### config.mk
export PLATFORM = sky130hd
export DESIGN_NAME = ndn_packet_assembler_flat
export DESIGN_NICKNAME = d
export VERILOG_FILES = /design/src/rtl/ndn_packet_assembler_if.sv /design/src/rtl/ndn_packet_assembler.sv /design/src/flat_wrapper.sv
export SDC_FILE = /design/constraint.sdc
export NUM_CORES = 1
export LEC_CHECK = 0
export ABC_AREA = 0
export BUFFER_PORTS_ARGS = -buffer_cell sky130_fd_sc_hd__buf_4
export CAP_MARGIN = 10
export CORE_MARGIN = 2
export CORE_UTILIZATION = 54
export CTS_CLUSTER_DIAMETER = 60
export DETAILED_ROUTE_END_ITERATION = 12
export GPL_TIMING_DRIVEN = 0
export PLACE_DENSITY = 0.9
export SYNTH_ARGS = -nofsm -noshare
export SYNTH_HDL_FRONTEND = slang
export SYNTH_SLANG_ARGS = --single-unit
### constraint.sdc
create_clock -name clk -period 2.98 [get_ports clk]
set_input_delay 0.447 -clock clk [delete_from_list [all_inputs] [get_ports clk]]
set_output_delay 0.447 -clock clk [all_outputs]
set_load 0.005 [all_outputs]
### src/rtl/ndn_packet_assembler_if.sv
// Byte-stream in / assembled-packet out bundle for ndn_packet_assembler.
// The SPI/FIB side drives through the master modport; the assembler uses slave.
interface ndn_packet_assembler_if #(
  parameter int PREFIX_BYTES = 8,
  parameter int DATA_BYTES   = 32
);
  logic                        RX_valid;
  logic [7:0]                  data_SPI_to_FIB;
  logic                        out_ready;
  logic                        pkt_valid;
  logic                        pkt_is_data;
  logic [7:0]                  pkt_metadata;
  logic [PREFIX_BYTES*8-1:0]   pkt_prefix;
  logic [DATA_BYTES*8-1:0]     pkt_data;
  logic                        frame_error;
  logic                        busy;

  modport master (
    output RX_valid, data_SPI_to_FIB, out_ready,
    input  pkt_valid, pkt_is_data, pkt_metadata, pkt_prefix, pkt_data,
           frame_error, busy
  );

  modport slave (
    input  RX_valid, data_SPI_to_FIB, out_ready,
    output pkt_valid, pkt_is_data, pkt_metadata, pkt_prefix, pkt_data,
           frame_error, busy
  );
endinterface

### src/rtl/ndn_packet_assembler.sv
// Assembles an NDN interest/data packet from a byte stream: metadata byte,
// prefix field, optional payload, then holds it until the consumer takes it.
module ndn_packet_assembler #(
  parameter int PREFIX_BYTES   = 8,
  parameter int DATA_BYTES     = 32,
  parameter int TIMEOUT_CYCLES = 255
) (
  input  logic                  clk,
  input  logic                  rst,
  ndn_packet_assembler_if.slave bus
);
  localparam int MAX_BYTES = (PREFIX_BYTES > DATA_BYTES) ? PREFIX_BYTES : DATA_BYTES;
  localparam int CNT_W     = $clog2(MAX_BYTES + 1);
  localparam int IDLE_W    = $clog2(TIMEOUT_CYCLES + 1);
  localparam int PW        = PREFIX_BYTES * 8;
  localparam int DW        = DATA_BYTES * 8;
  localparam logic [CNT_W-1:0]  PREFIX_LAST = CNT_W'(PREFIX_BYTES - 1);
  localparam logic [CNT_W-1:0]  DATA_LAST   = CNT_W'(DATA_BYTES - 1);
  localparam logic [IDLE_W-1:0] IDLE_LIMIT  = IDLE_W'(TIMEOUT_CYCLES);

  typedef enum logic [1:0] {S_IDLE, S_PREFIX, S_DATA, S_HOLD} state_t;

  state_t            r_state, w_next;
  logic [CNT_W-1:0]  r_cnt;
  logic [IDLE_W-1:0] r_idle;
  logic              r_valid, r_is_data, r_ferr;
  logic [7:0]        r_meta;
  logic [PW-1:0]     r_prefix;
  logic [DW-1:0]     r_data;

  logic w_assembling, w_timeout, w_xfer, w_overrun, w_start;
  logic w_prefix_byte, w_data_byte, w_prefix_last, w_data_last;

  assign w_assembling  = (r_state == S_PREFIX) || (r_state == S_DATA);
  assign w_timeout     = w_assembling && (r_idle == IDLE_LIMIT);
  assign w_xfer        = (r_state == S_HOLD) && bus.out_ready;
  assign w_overrun     = (r_state == S_HOLD) && bus.RX_valid && !bus.out_ready;
  // A byte that coincides with a completed transfer or a timeout opens the next packet.
  assign w_start       = bus.RX_valid && ((r_state == S_IDLE) || w_xfer || w_timeout);
  assign w_prefix_byte = (r_state == S_PREFIX) && bus.RX_valid && !w_timeout;
  assign w_data_byte   = (r_state == S_DATA) && bus.RX_valid && !w_timeout;
  assign w_prefix_last = w_prefix_byte && (r_cnt == PREFIX_LAST);
  assign w_data_last   = w_data_byte && (r_cnt == DATA_LAST);

  always_ff @(posedge clk or negedge rst) begin
    if (!rst) r_state <= S_IDLE;
    else      r_state <= w_next;
  end

  always_comb begin
    w_next = r_state;
    case (r_state)
      S_IDLE:   if (bus.RX_valid) w_next = S_PREFIX;
      S_PREFIX: begin
        if (w_timeout)          w_next = bus.RX_valid ? S_PREFIX : S_IDLE;
        else if (w_prefix_last) w_next = r_is_data ? S_DATA : S_HOLD;
      end
      S_DATA: begin
        if (w_timeout)        w_next = bus.RX_valid ? S_PREFIX : S_IDLE;
        else if (w_data_last) w_next = S_HOLD;
      end
      S_HOLD:   if (w_xfer) w_next = bus.RX_valid ? S_PREFIX : S_IDLE;
      default:  w_next = S_IDLE;
    endcase
  end

  // Byte and idle counters restart whenever a new phase or packet begins.
  always_ff @(posedge clk or negedge rst) begin
    if (!rst) begin
      r_cnt  <= '0;
      r_idle <= '0;
    end else begin
      if ((w_next != r_state) || w_start)     r_cnt <= '0;
      else if (w_prefix_byte || w_data_byte)  r_cnt <= r_cnt + CNT_W'(1);

      if ((w_next != r_state) || w_start || bus.RX_valid) r_idle <= '0;
      else if (w_assembling)                              r_idle <= r_idle + IDLE_W'(1);
    end
  end

  always_ff @(posedge clk or negedge rst) begin
    if (!rst) begin
      r_valid   <= 1'b0;
      r_is_data <= 1'b0;
      r_ferr    <= 1'b0;
      r_meta    <= '0;
      r_prefix  <= '0;
      r_data    <= '0;
    end else begin
      r_ferr <= w_overrun || w_timeout;

      if ((w_prefix_last && !r_is_data) || w_data_last) r_valid <= 1'b1;
      else if (w_xfer)                                 r_valid <= 1'b0;

      if (w_start) begin
        r_meta    <= bus.data_SPI_to_FIB;
        r_is_data <= bus.data_SPI_to_FIB[7];
        r_prefix  <= '0;
        r_data    <= '0;
      end else begin
        if (w_prefix_byte) r_prefix <= (r_prefix << 8) | PW'(bus.data_SPI_to_FIB);
        if (w_data_byte)   r_data   <= (r_data << 8) | DW'(bus.data_SPI_to_FIB);
      end
    end
  end

  assign bus.pkt_valid    = r_valid;
  assign bus.pkt_is_data  = r_is_data;
  assign bus.pkt_metadata = r_meta;
  assign bus.pkt_prefix   = r_prefix;
  assign bus.pkt_data     = r_data;
  assign bus.frame_error  = r_ferr;
  assign bus.busy         = (r_state != S_IDLE);
endmodule

### src/flat_wrapper.sv
// flat-port wrapper written by rule: the top's interface ports become plain ports
module ndn_packet_assembler_flat 
#(
  parameter int PREFIX_BYTES   = 8,
  parameter int DATA_BYTES     = 32,
  parameter int TIMEOUT_CYCLES = 255
)
  (clk, rst, bus_RX_valid, bus_data_SPI_to_FIB, bus_out_ready, bus_pkt_valid, bus_pkt_is_data, bus_pkt_metadata, bus_pkt_prefix, bus_pkt_data, bus_frame_error, bus_busy);
  ndn_packet_assembler_if #(.PREFIX_BYTES(PREFIX_BYTES), .DATA_BYTES(DATA_BYTES)) bus_i ();
  input  logic clk;
  input  logic rst;
  input wire logic [$bits(bus_i.RX_valid)-1:0] bus_RX_valid;
  input wire logic [$bits(bus_i.data_SPI_to_FIB)-1:0] bus_data_SPI_to_FIB;
  input wire logic [$bits(bus_i.out_ready)-1:0] bus_out_ready;
  output wire logic [$bits(bus_i.pkt_valid)-1:0] bus_pkt_valid;
  output wire logic [$bits(bus_i.pkt_is_data)-1:0] bus_pkt_is_data;
  output wire logic [$bits(bus_i.pkt_metadata)-1:0] bus_pkt_metadata;
  output wire logic [$bits(bus_i.pkt_prefix)-1:0] bus_pkt_prefix;
  output wire logic [$bits(bus_i.pkt_data)-1:0] bus_pkt_data;
  output wire logic [$bits(bus_i.frame_error)-1:0] bus_frame_error;
  output wire logic [$bits(bus_i.busy)-1:0] bus_busy;
  assign bus_i.RX_valid = bus_RX_valid;
  assign bus_i.data_SPI_to_FIB = bus_data_SPI_to_FIB;
  assign bus_i.out_ready = bus_out_ready;
  assign bus_pkt_valid = bus_i.pkt_valid;
  assign bus_pkt_is_data = bus_i.pkt_is_data;
  assign bus_pkt_metadata = bus_i.pkt_metadata;
  assign bus_pkt_prefix = bus_i.pkt_prefix;
  assign bus_pkt_data = bus_i.pkt_data;
  assign bus_frame_error = bus_i.frame_error;
  assign bus_busy = bus_i.busy;
  ndn_packet_assembler #(.PREFIX_BYTES(PREFIX_BYTES), .DATA_BYTES(DATA_BYTES), .TIMEOUT_CYCLES(TIMEOUT_CYCLES)) u_core (.clk(clk), .rst(rst), .bus(bus_i));
endmodule
Yosys cells after proc, flatten, opt, wreduce, memory -nomap -nowiden:

Cells that the tools add are included.
Widths: inputs -> output; s select.

* input bits: 12
* register bits after elaboration: 347
* output and inout bits: 332
* logic and storage cells: 69

* eq/ne operators: 7
* $add $sub $neg: 2
* multiplexer cells: 19
* bitwise logic cells: 2
* reduce and logical (&&, ||, !) cells: 30

Operator list (count)
* $mux 256: 2
* $or 256x8->256: 1
* $mux 64: 2
* $or 64x8->64: 1
* $mux 8: 2
* $logic_and 1x1->1: 12
* $mux 2: 6
* $mux 6: 2
* $reduce_bool 2->1: 6
* $add 8x1->8 const B: 1
* $eq 8x8->1 const B: 1
* $logic_or 1x1->1: 8
* $pmux 2 s4: 1
* $add 6x1->6 const B: 1
* $eq 6x3->1 const B: 1
* $eq 6x5->1 const B: 1
* $eq 2x2->1 const B: 2
* $mux 1: 4
* $logic_not 1->1: 3
* $eq 2x1->1 const B: 1
* $logic_not 2->1: 1
* $ne 2x2->1: 1

Depth between registers and ports, before layout:

Gate-level depths: netlist (run 1).

* depth after elaboration: 13
* depth in mapped cells: 10
* depth with buffers taken out: 7

Least setup slack after synthesis (run 1):

OpenSTA, ideal clock, no wires.

* kind: register -> register
* from: register u_core.r_state[0]
* to: register u_core.r_prefix[53] (netlist: u_core.bus.pkt_prefix[53])
* data arrival time: 2.088 ns
* cell stages (with the launch flop): 11
* buffers on the path: 3
* data required time: 2.844 ns
* clock period less this slack: 2.224 ns
* path slack: 0.756 ns
* library setup time: 0.136 ns
* cells stage by stage: dfrtp_1 > inv_1 > ha_1 > nand4_2 > or2_4 > buf_6 > and3_1 > buf_2 > buf_6 > nand2_1 > a21oi_1

* longest elaborated chain between the ends: 6
* elaborated cells between the ends (all ways): 15
* classes of those cells: eq/ne: 3; mux: 1; reduce/logical: 11

Ends and longest elaborated chain
* from (decl): line ndn_packet_assembler.sv:23 `state_t r_state, w_next;`
* from (signal assigned): line ndn_packet_assembler.sv:47 `else r_state <= w_next;`
* $eq 2x2->1 (tied with other cells): line ndn_packet_assembler.sv:36 `assign w_xfer = (r_state == S_HOLD) && bus.out_ready;`
* $logic_and 1x1->1 / $logic_or 1x1->1 (equally long branches): line ndn_packet_assembler.sv:36, ndn_packet_assembler.sv:34
* $logic_or 1x1->1 / $logic_and 1x1->1 (equally long branches): line ndn_packet_assembler.sv:39, ndn_packet_assembler.sv:35
* $logic_or 1x1->1 / $logic_not 1->1 (equally long branches): line ndn_packet_assembler.sv:39, ndn_packet_assembler.sv:40
* $logic_and 1x1->1 (on tied branches): line ndn_packet_assembler.sv:39, ndn_packet_assembler.sv:40
* $mux 64 / $reduce_bool 2->1 (equally long branches)
* to (signal assigned): line ndn_packet_assembler.sv:101 `if (w_prefix_byte) r_prefix <= (r_prefix << 8) | PW'(bus.data_SPI_to_FIB);`
* to (decl): line ndn_packet_assembler.sv:28 `logic [PW-1:0] r_prefix;`

Several ways; a longest one is shown, not always the timed one.
A chain may end at the register's enable or synchronous reset.

Final worst setup path (run 1):

* from: register u_core.r_state[0]
* to: register u_core.r_idle[0]

* longest elaborated chain between the ends: 13
* elaborated cells between the ends (all ways): 29
* classes of those cells: eq/ne: 4; mux: 8; reduce/logical: 17

Ends and longest elaborated chain
* $eq 2x1->1 / $eq 2x2->1 (equally long branches)
* $logic_or 1x1->1: line ndn_packet_assembler.sv:34 `assign w_assembling = (r_state == S_PREFIX) || (r_state == S_DATA);`
* $logic_and 1x1->1: line ndn_packet_assembler.sv:35 `assign w_timeout = w_assembling && (r_idle == IDLE_LIMIT);`
* $logic_not 1->1: line ndn_packet_assembler.sv:40, ndn_packet_assembler.sv:41
* $logic_and 1x1->1 (on tied branches): line ndn_packet_assembler.sv:41, ndn_packet_assembler.sv:40
* $logic_and 1x1->1 (on tied branches): line ndn_packet_assembler.sv:43, ndn_packet_assembler.sv:42
* $mux 2 (on tied branches): line ndn_packet_assembler.sv:60, ndn_packet_assembler.sv:56
* $mux 2 (on tied branches): line ndn_packet_assembler.sv:59, ndn_packet_assembler.sv:55
* $pmux 2 s4: line ndn_packet_assembler.sv:52 `case (r_state)`
* $ne 2x2->1: line ndn_packet_assembler.sv:76 `if ((w_next != r_state) || w_start || bus.RX_valid) r_idle <= '0;`
* $logic_or 1x1->1 (2 in a row): line ndn_packet_assembler.sv:76
* $mux 8 / $reduce_bool 2->1 (equally long branches)
* to (signal assigned): line ndn_packet_assembler.sv:77 `else if (w_assembling) r_idle <= r_idle + IDLE_W'(1);`
* to (decl): line ndn_packet_assembler.sv:25 `logic [IDLE_W-1:0] r_idle;`

Several ways; a longest one is shown, not always the timed one.

==> results_dict.tcl, run 1 <==
set metrics [dict create \
    wl_um 41800 \
    worstPathMaxFanout 10 \
    synth-main-ff-cell "dfrtp_1" \
    drive_gt1_frac 0.262 \
    worst_pin_slew_ps 829 \
    path_delay_family "simple AND/OR/NAND/NOR gates" \
    reg2reg_from "u_core.r_state[0]" \
    syn_avg_cell_area_um2 9.32 \
    slew_viol_final 0 \
    hold_viol 0 \
    end_kind "register" \
    rr_endpoint "u_core.r_idle[0]" \
    fin_setup_tns_ps 0 \
    start_kind "register" \
    period_share 0.951 \
    synthCells 1535 \
    synth_edf_count 0 \
    rr_worst_depth 8 \
    pre_cts_slack_ps 177 \
    num_vias 12800 \
    cts_htree_levels 2 \
    synth.top_cells.by_area "dfrtp_1 61%, nand2_1 17%, a21oi_1 11%" \
    finClkSkew_ps 26.8 \
    powerDensity_mw_per_mm2 608 \
    die_area_mm2 0.0278 \
    synthTopCellsByCount "648 x nand2_1, 346 x dfrtp_1, 321 x a21oi_1, 43 x buf_2, 31 x buf_6" \
    r2r_setup_slack_ps 140 \
    drt_iter0_drc 1438 \
    maxCapViolCount 0 \
    path_cells "inv_1, ha_1, nand4_2, nor2_1, o22ai_1, nor3_1, buf_4, nor4_1" \
    hold_buffers 0 \
    root_buffer "clkbuf_16" \
    final_area_mm2 0.0185 \
    core_mm2 0.0261 \
    max_slew_margin 0.448 \
    holdWs_ps 12.7 \
    critPathSlowestCell "nor3_1" \
    clk_pin_slew_ps 60 \
    grt_setup_unrepaired "no" \
    cts_tree "done" \
    synth.most_common_cell "nand2_1" \
    layout.nets 1936 \
    fmax_mhz 353 \
    dpl_cell_area_mm2 0.0174 \
    grt_max_degree 130 \
    grt_pass1_wl_um 66100 \
    fin_util 0.712 \
    numCtsBuffers 36 \
    cts_sinks 346 \
    clock_latency_ps 530 \
    portBuffers 342 \
    cp.arrival_ps 3190 \
    clock_path_buffers 3 \
    ant_nets 0 \
    multiInputGateArea_mm2 0.00489 \
    die_y_um 167 \
    slowest_delay_ps 530 \
    io_pins 344 \
    cp.buffers_inverters 2 \
    yosysTopAreaCellShare 0.605 \
    leakage_nw 8.87 \
    synth-seq-area-share 0.605 \
    min_path_type "primary input to asynchronous set/reset pin" \
    synth_nets 1554 \
    vias_per_cell 5.61 \
    rows 59 \
    grt_use_total 0.293 \
    synth_area_mm2 0.0143 \
    status "finished clean" \
    wl_per_cell_um 18.3 \
    fin_ws_ps 145 \
    dp.final_hpwl_um 29600 \
    synth_top_area_cell "dfrtp_1" \
    async_flop_share 1.00 \
    ys_types 47 \
    worstSetupPathType "register to register" \
    crit_required_ps 3340 \
    dr.pass1.iters 7 \
    gp_congestion 0.887 \
    min_period_ps 2840 \
    start_util 0.549 \
    yosys_warnings 0 \
    setup_viol 0 \
    synth-seq-cells 346 \
    drc_errors 0 \
    die_x_um 167 \
    nFillCells 1812 \
    antenna_found_initial 0 \
    syn_to_final_growth_pct 29.6 \
    grt-ovfl-total 0 \
    regArea_mm2 0.00866 \
    grt_pass1_vias 12500 \
    ir_drop_v 0.000617 \
]
[cell families (layout without fill, tap and decap cells)]
kind of cell / count (synthesis) / after routing / synth area share
fa+ha+maj: 7 / 7 / 0.00612
mux: 11 / 11 / 0.00848
compound gates: 344 / 344 / 0.126
flops: 346 / 346 / 0.605
xor+xnor: 12 / 12 / 0.00734
buf+inv: 120 / 529 / 0.0533
other cells: 0 / 1 / 0
simple gates: 695 / 695 / 0.193
[state kept, by name, indices dropped and copies added (netlist names)]
signal and flops:
u_core.bus.pkt_data 256, u_core.bus.pkt_prefix 64, u_core.bus.pkt_metadata 8, u_core.r_idle 8, u_core.r_cnt 6, u_core.r_state 2, u_core.bus.frame_error 1, u_core.bus.pkt_valid 1
[per-layer routing]
layer,up-vias,wire (um),share of wire,track usage
met5,-,0,0,0
met2,613,20700,0.50,0.496
li1,5798,-,-,-
met4,0,1510,0.036,0.111
met3,108,3130,0.075,0.0620
met1,6278,16400,0.39,0.373
[worst reg2reg max path: cells and delay by family (launching register included)]
family          cells  cell delay (ps)
flops               1              460
fa+ha+maj           1              460
compound gates      1              160
simple gates        4             1120
buf+inv             2              490
[what timing repair did]
item	CTS	global route
setup buffers	0	0
resized for setup	0	13
setup endpoints to repair	0	32
[cell type report]
| class | count | share of cell area |
|---|---|---|
| Antenna cell | 1 | 0.000135 |
| Buffer | 114 | 0.0405 |
| Clock buffer | 53 | 0.0564 |
| Clock inverter | 12 | 0.00675 |
| Inverter | 6 | 0.00121 |
| Multi-Input combinational cell | 1069 | 0.264 |
| Sequential cell | 346 | 0.467 |
| Tap cell | 335 | 0.0226 |
| Timing Repair Buffer | 344 | 0.142 |
[worst max path at each step]
stage | startpoint | end | depth (start not counted)
global route | u_core.r_state[0] | u_core.bus.pkt_data[21] | 8
floorplan | u_core.r_state[0] | u_core.bus.pkt_prefix[53] | 10
global placement | rst | u_core.bus.pkt_data[245] | 1
finish | u_core.r_state[0] | u_core.r_idle[0] | 8
CTS | u_core.r_state[0] | u_core.bus.pkt_data[219] | 8
detailed placement | u_core.r_state[0] | u_core.bus.pkt_data[219] | 8
[layout by cell type (no fill, tap or decap), types with 2 or more instances in the layout]
cell       Yosys  final
a21oi_1      321    321
and3_1         5      5
buf_1          8      8
buf_16         0      2
buf_2         43     42
buf_4          7    348
buf_6         31     31
bufinv_16      0      2
clkbuf_1      25     29
clkbuf_16      0     37
clkbuf_2       0      6
clkbuf_8       0      6
clkinv_2       0      6
clkinv_4       0      2
dfrtp_1      346    346
ha_1           7      7
inv_1          6      6
inv_6          0      2
mux2_2         9      9
mux2i_1        2      2
nand2_1      648    648
nand3_1        6      6
nand3_2        2      2
nand4_1        2      2
nand4_2        2      2
nor2_1         7      7
nor3_1         3      3
nor4_1         9      9
nor4_2         5      5
o2111ai_1      2      2
o21a_1         3      3
o21ai_0        2      2
o22ai_1        2      2
xnor2_1        5      5
xor2_1         7      7
[through the flow]
step	total power [mW]	instances
6_report	11.3	2280
5_1_grt	11.7	2279
4_1_cts	11.3	2279
3_5_place_dp	6.86	2214
3_3_place_gp	6.78	2212
2_1_floorplan	6.09	1535
[where the power goes]
part / switching, mW / leakage (nW) / internal (mW)
registers: 0.189 / 4.81 / 4.89
clock network: 1.85 / 0.580 / 2.62
logic: 1.10 / 3.48 / 0.620
total: 3.14 / 8.87 / 8.14
Note: power is estimated with default switching activity, not from simulation.
==> inputs of run 2 (changes only) <==
--- a/config.mk
+++ b/config.mk
@@ -10,9 +10,11 @@
 export CAP_MARGIN = 10
 export CORE_MARGIN = 2
 export CORE_UTILIZATION = 54
+export CTS_BUF_LIST = sky130_fd_sc_hd__clkbuf_8 sky130_fd_sc_hd__clkbuf_16
 export CTS_CLUSTER_DIAMETER = 60
 export DETAILED_ROUTE_END_ITERATION = 12
 export GPL_TIMING_DRIVEN = 0
+export HOLD_SLACK_MARGIN = 0.06
 export PLACE_DENSITY = 0.9
 export SYNTH_ARGS = -nofsm -noshare
 export SYNTH_HDL_FRONTEND = slang
==> constraint.sdc (replaced) <==
create_clock -name clk -period 2.9 [get_ports clk]
set_input_delay 0.435 -clock clk [delete_from_list [all_inputs] [get_ports clk]]
set_output_delay 0.435 -clock clk [all_outputs]
set_load 0.005 [all_outputs]
==> results_dict.tcl, run 2 (same netlist as run 1, synthesis figures left out) <==
set metrics [dict create \
    max_slew_margin 0.446 \
    antenna_found_initial 0 \
    start_util 0.549 \
    worstSetupPathType "register to register" \
    clock_path_buffers 3 \
    leakage_nw 8.96 \
    die_x_um 167 \
    die_area_mm2 0.0278 \
    pwr-share-comb 0.155 \
    die_y_um 167 \
    cts_htree_levels 2 \
    drive_gt1_frac 0.271 \
    r2r_setup_slack_ps 140 \
    crit_required_ps 3280 \
    min_period_ps 2760 \
    clk_pin_slew_ps 60 \
    portBuffers 342 \
    wl_per_cell_um 18.3 \
    grt_pass1_vias 12500 \
    largest_register_ffs 256 \
    hold_viol 0 \
    min_path_type "primary input to register" \
    cts_tree "done" \
    cp-startpoint "u_core.r_state[0]" \
    grt-ovfl-total 0 \
    cts_sinks 346 \
    start_kind "register" \
    root_buffer "clkbuf_16" \
    drc_errors 0 \
    worstPathMaxFanout 10 \
    endpoint "u_core.bus.pkt_data[51]" \
    rr_worst_depth 8 \
    seq_power_share 0.451 \
    p_total_mw 11.6 \
    setup_viol 0 \
    grt_pass1_wl_um 66200 \
    fmax_mhz 363 \
    worst_pin_slew_ps 831 \
    wl_um 41700 \
    clkPwrFrac 0.394 \
    dp.final_hpwl_um 29600 \
    num_vias 12800 \
    grt_use_total 0.293 \
    grt_max_degree 130 \
    drt_iter0_drc 1297 \
    min-delay-start "bus_out_ready" \
    rr_endpoint "u_core.bus.pkt_data[51]" \
    nFillCells 1814 \
    mostFrequentLayoutCell "nand2_1" \
    ant_nets 0 \
    status "finished clean" \
    power_switching_mw 3.23 \
    internal-power_mw 8.34 \
    vias_per_cell 5.60 \
    dpl_cell_area_mm2 0.0174 \
    layout.nets 1937 \
    dr.pass1.iters 7 \
    io_pins 344 \
    core_mm2 0.0261 \
    mostFrequentLayoutCells "648 x nand2_1, 349 x buf_4, 346 x dfrtp_1" \
    reg2reg_from "u_core.r_state[0]" \
    final_area_mm2 0.0186 \
    end_kind "register" \
    syn_to_final_growth_pct 29.9 \
    cp.arrival_ps 3140 \
    clock_latency_ps 530 \
    pre_cts_slack_ps 96.6 \
    rows 59 \
    ir_drop_v 0.000630 \
    powerDensity_mw_per_mm2 623 \
    fin_ws_ps 143 \
    slew_viol_final 0 \
    period_share 0.951 \
    maxCapViolCount 0 \
    gp_congestion 0.887 \
    finClkSkew_ps 26.5 \
    cts_setup_buffers 0 \
    grt_setup_unrepaired "yes" \
    numCtsBuffers 36 \
    p_sw_frac 0.279 \
]
[run 2: final cells by class]
class	count	area [um^2]	share of cell area
clock buffer	43	1010	0.0543
buffer	114	776	0.0417
clock inverter	22	163	0.00875
sequential	346	8660	0.466
antenna	1	2.50	0.000135
inverter	6	22.5	0.00121
timing repair buffer	345	2640	0.142
tap	335	419	0.0226
multi-input combinational	1069	4900	0.263
[run 2: layer usage]
metal / global-route usage / routed length (um) / vias to the layer above
li1: - / - / 5795
met1: 0.374 / 16200 / 6255
met2: 0.495 / 20500 / 605
met3: 0.0620 / 3290 / 123
met4: 0.112 / 1620 / 0
met5: 0 / 0 / -
[run 2: repair_timing]
action,4_1_cts,5_1_grt
endpoints found under the setup margin,0,248
hold endpoints to repair,106,0
gates resized for setup,0,47
hold buffers,1,0
[run 2: power groups by stage]
stage / Clock [mW] / Combinational (mW) / Sequential (mW)
global route: 4.81 / 1.97 / 5.24
CTS: 4.60 / 1.76 / 5.22
detailed placement: 0 / 1.75 / 5.30
floorplan: 0 / 0.993 / 5.27
global placement: 0 / 1.68 / 5.29
finish: 4.56 / 1.79 / 5.22
[run 2: worst min path at each step]
stage	to	slack (ps)	cells past startpoint
floorplan	u_core.bus.frame_error	140	0
global placement	u_core.bus.pkt_valid	460	2
detailed placement	u_core.bus.pkt_valid	470	2
CTS	u_core.bus.frame_error	150	2
global route	u_core.bus.frame_error	160	2
finish	u_core.bus.frame_error	170	2
[run 2: through the flow]
| step | cells | setup TNS (ps) | util | hold slack (ps) |
|---|---|---|---|---|
| final | 2281 | 0 | 0.713 | 175 |
| after CTS | 2280 | 0 | 0.712 | 152 |
| after global routing | 2280 | -113 | 0.713 | 159 |
| after detailed placement | 2214 | 0 | 0.666 | 466 |
| after global placement | 2212 | -568250 | 0.664 | 456 |
| after floorplan | 1535 | 0 | - | 139 |
[run 2: worst max-delay path, cell delays in order (launching register included)]
cell and delay (ps):
dfrtp_1 460, inv_1 180, ha_2 430, nand4_2 190, or2_4 310, a31oi_4 210
buf_2 340, buf_1 400, a21oi_1 100
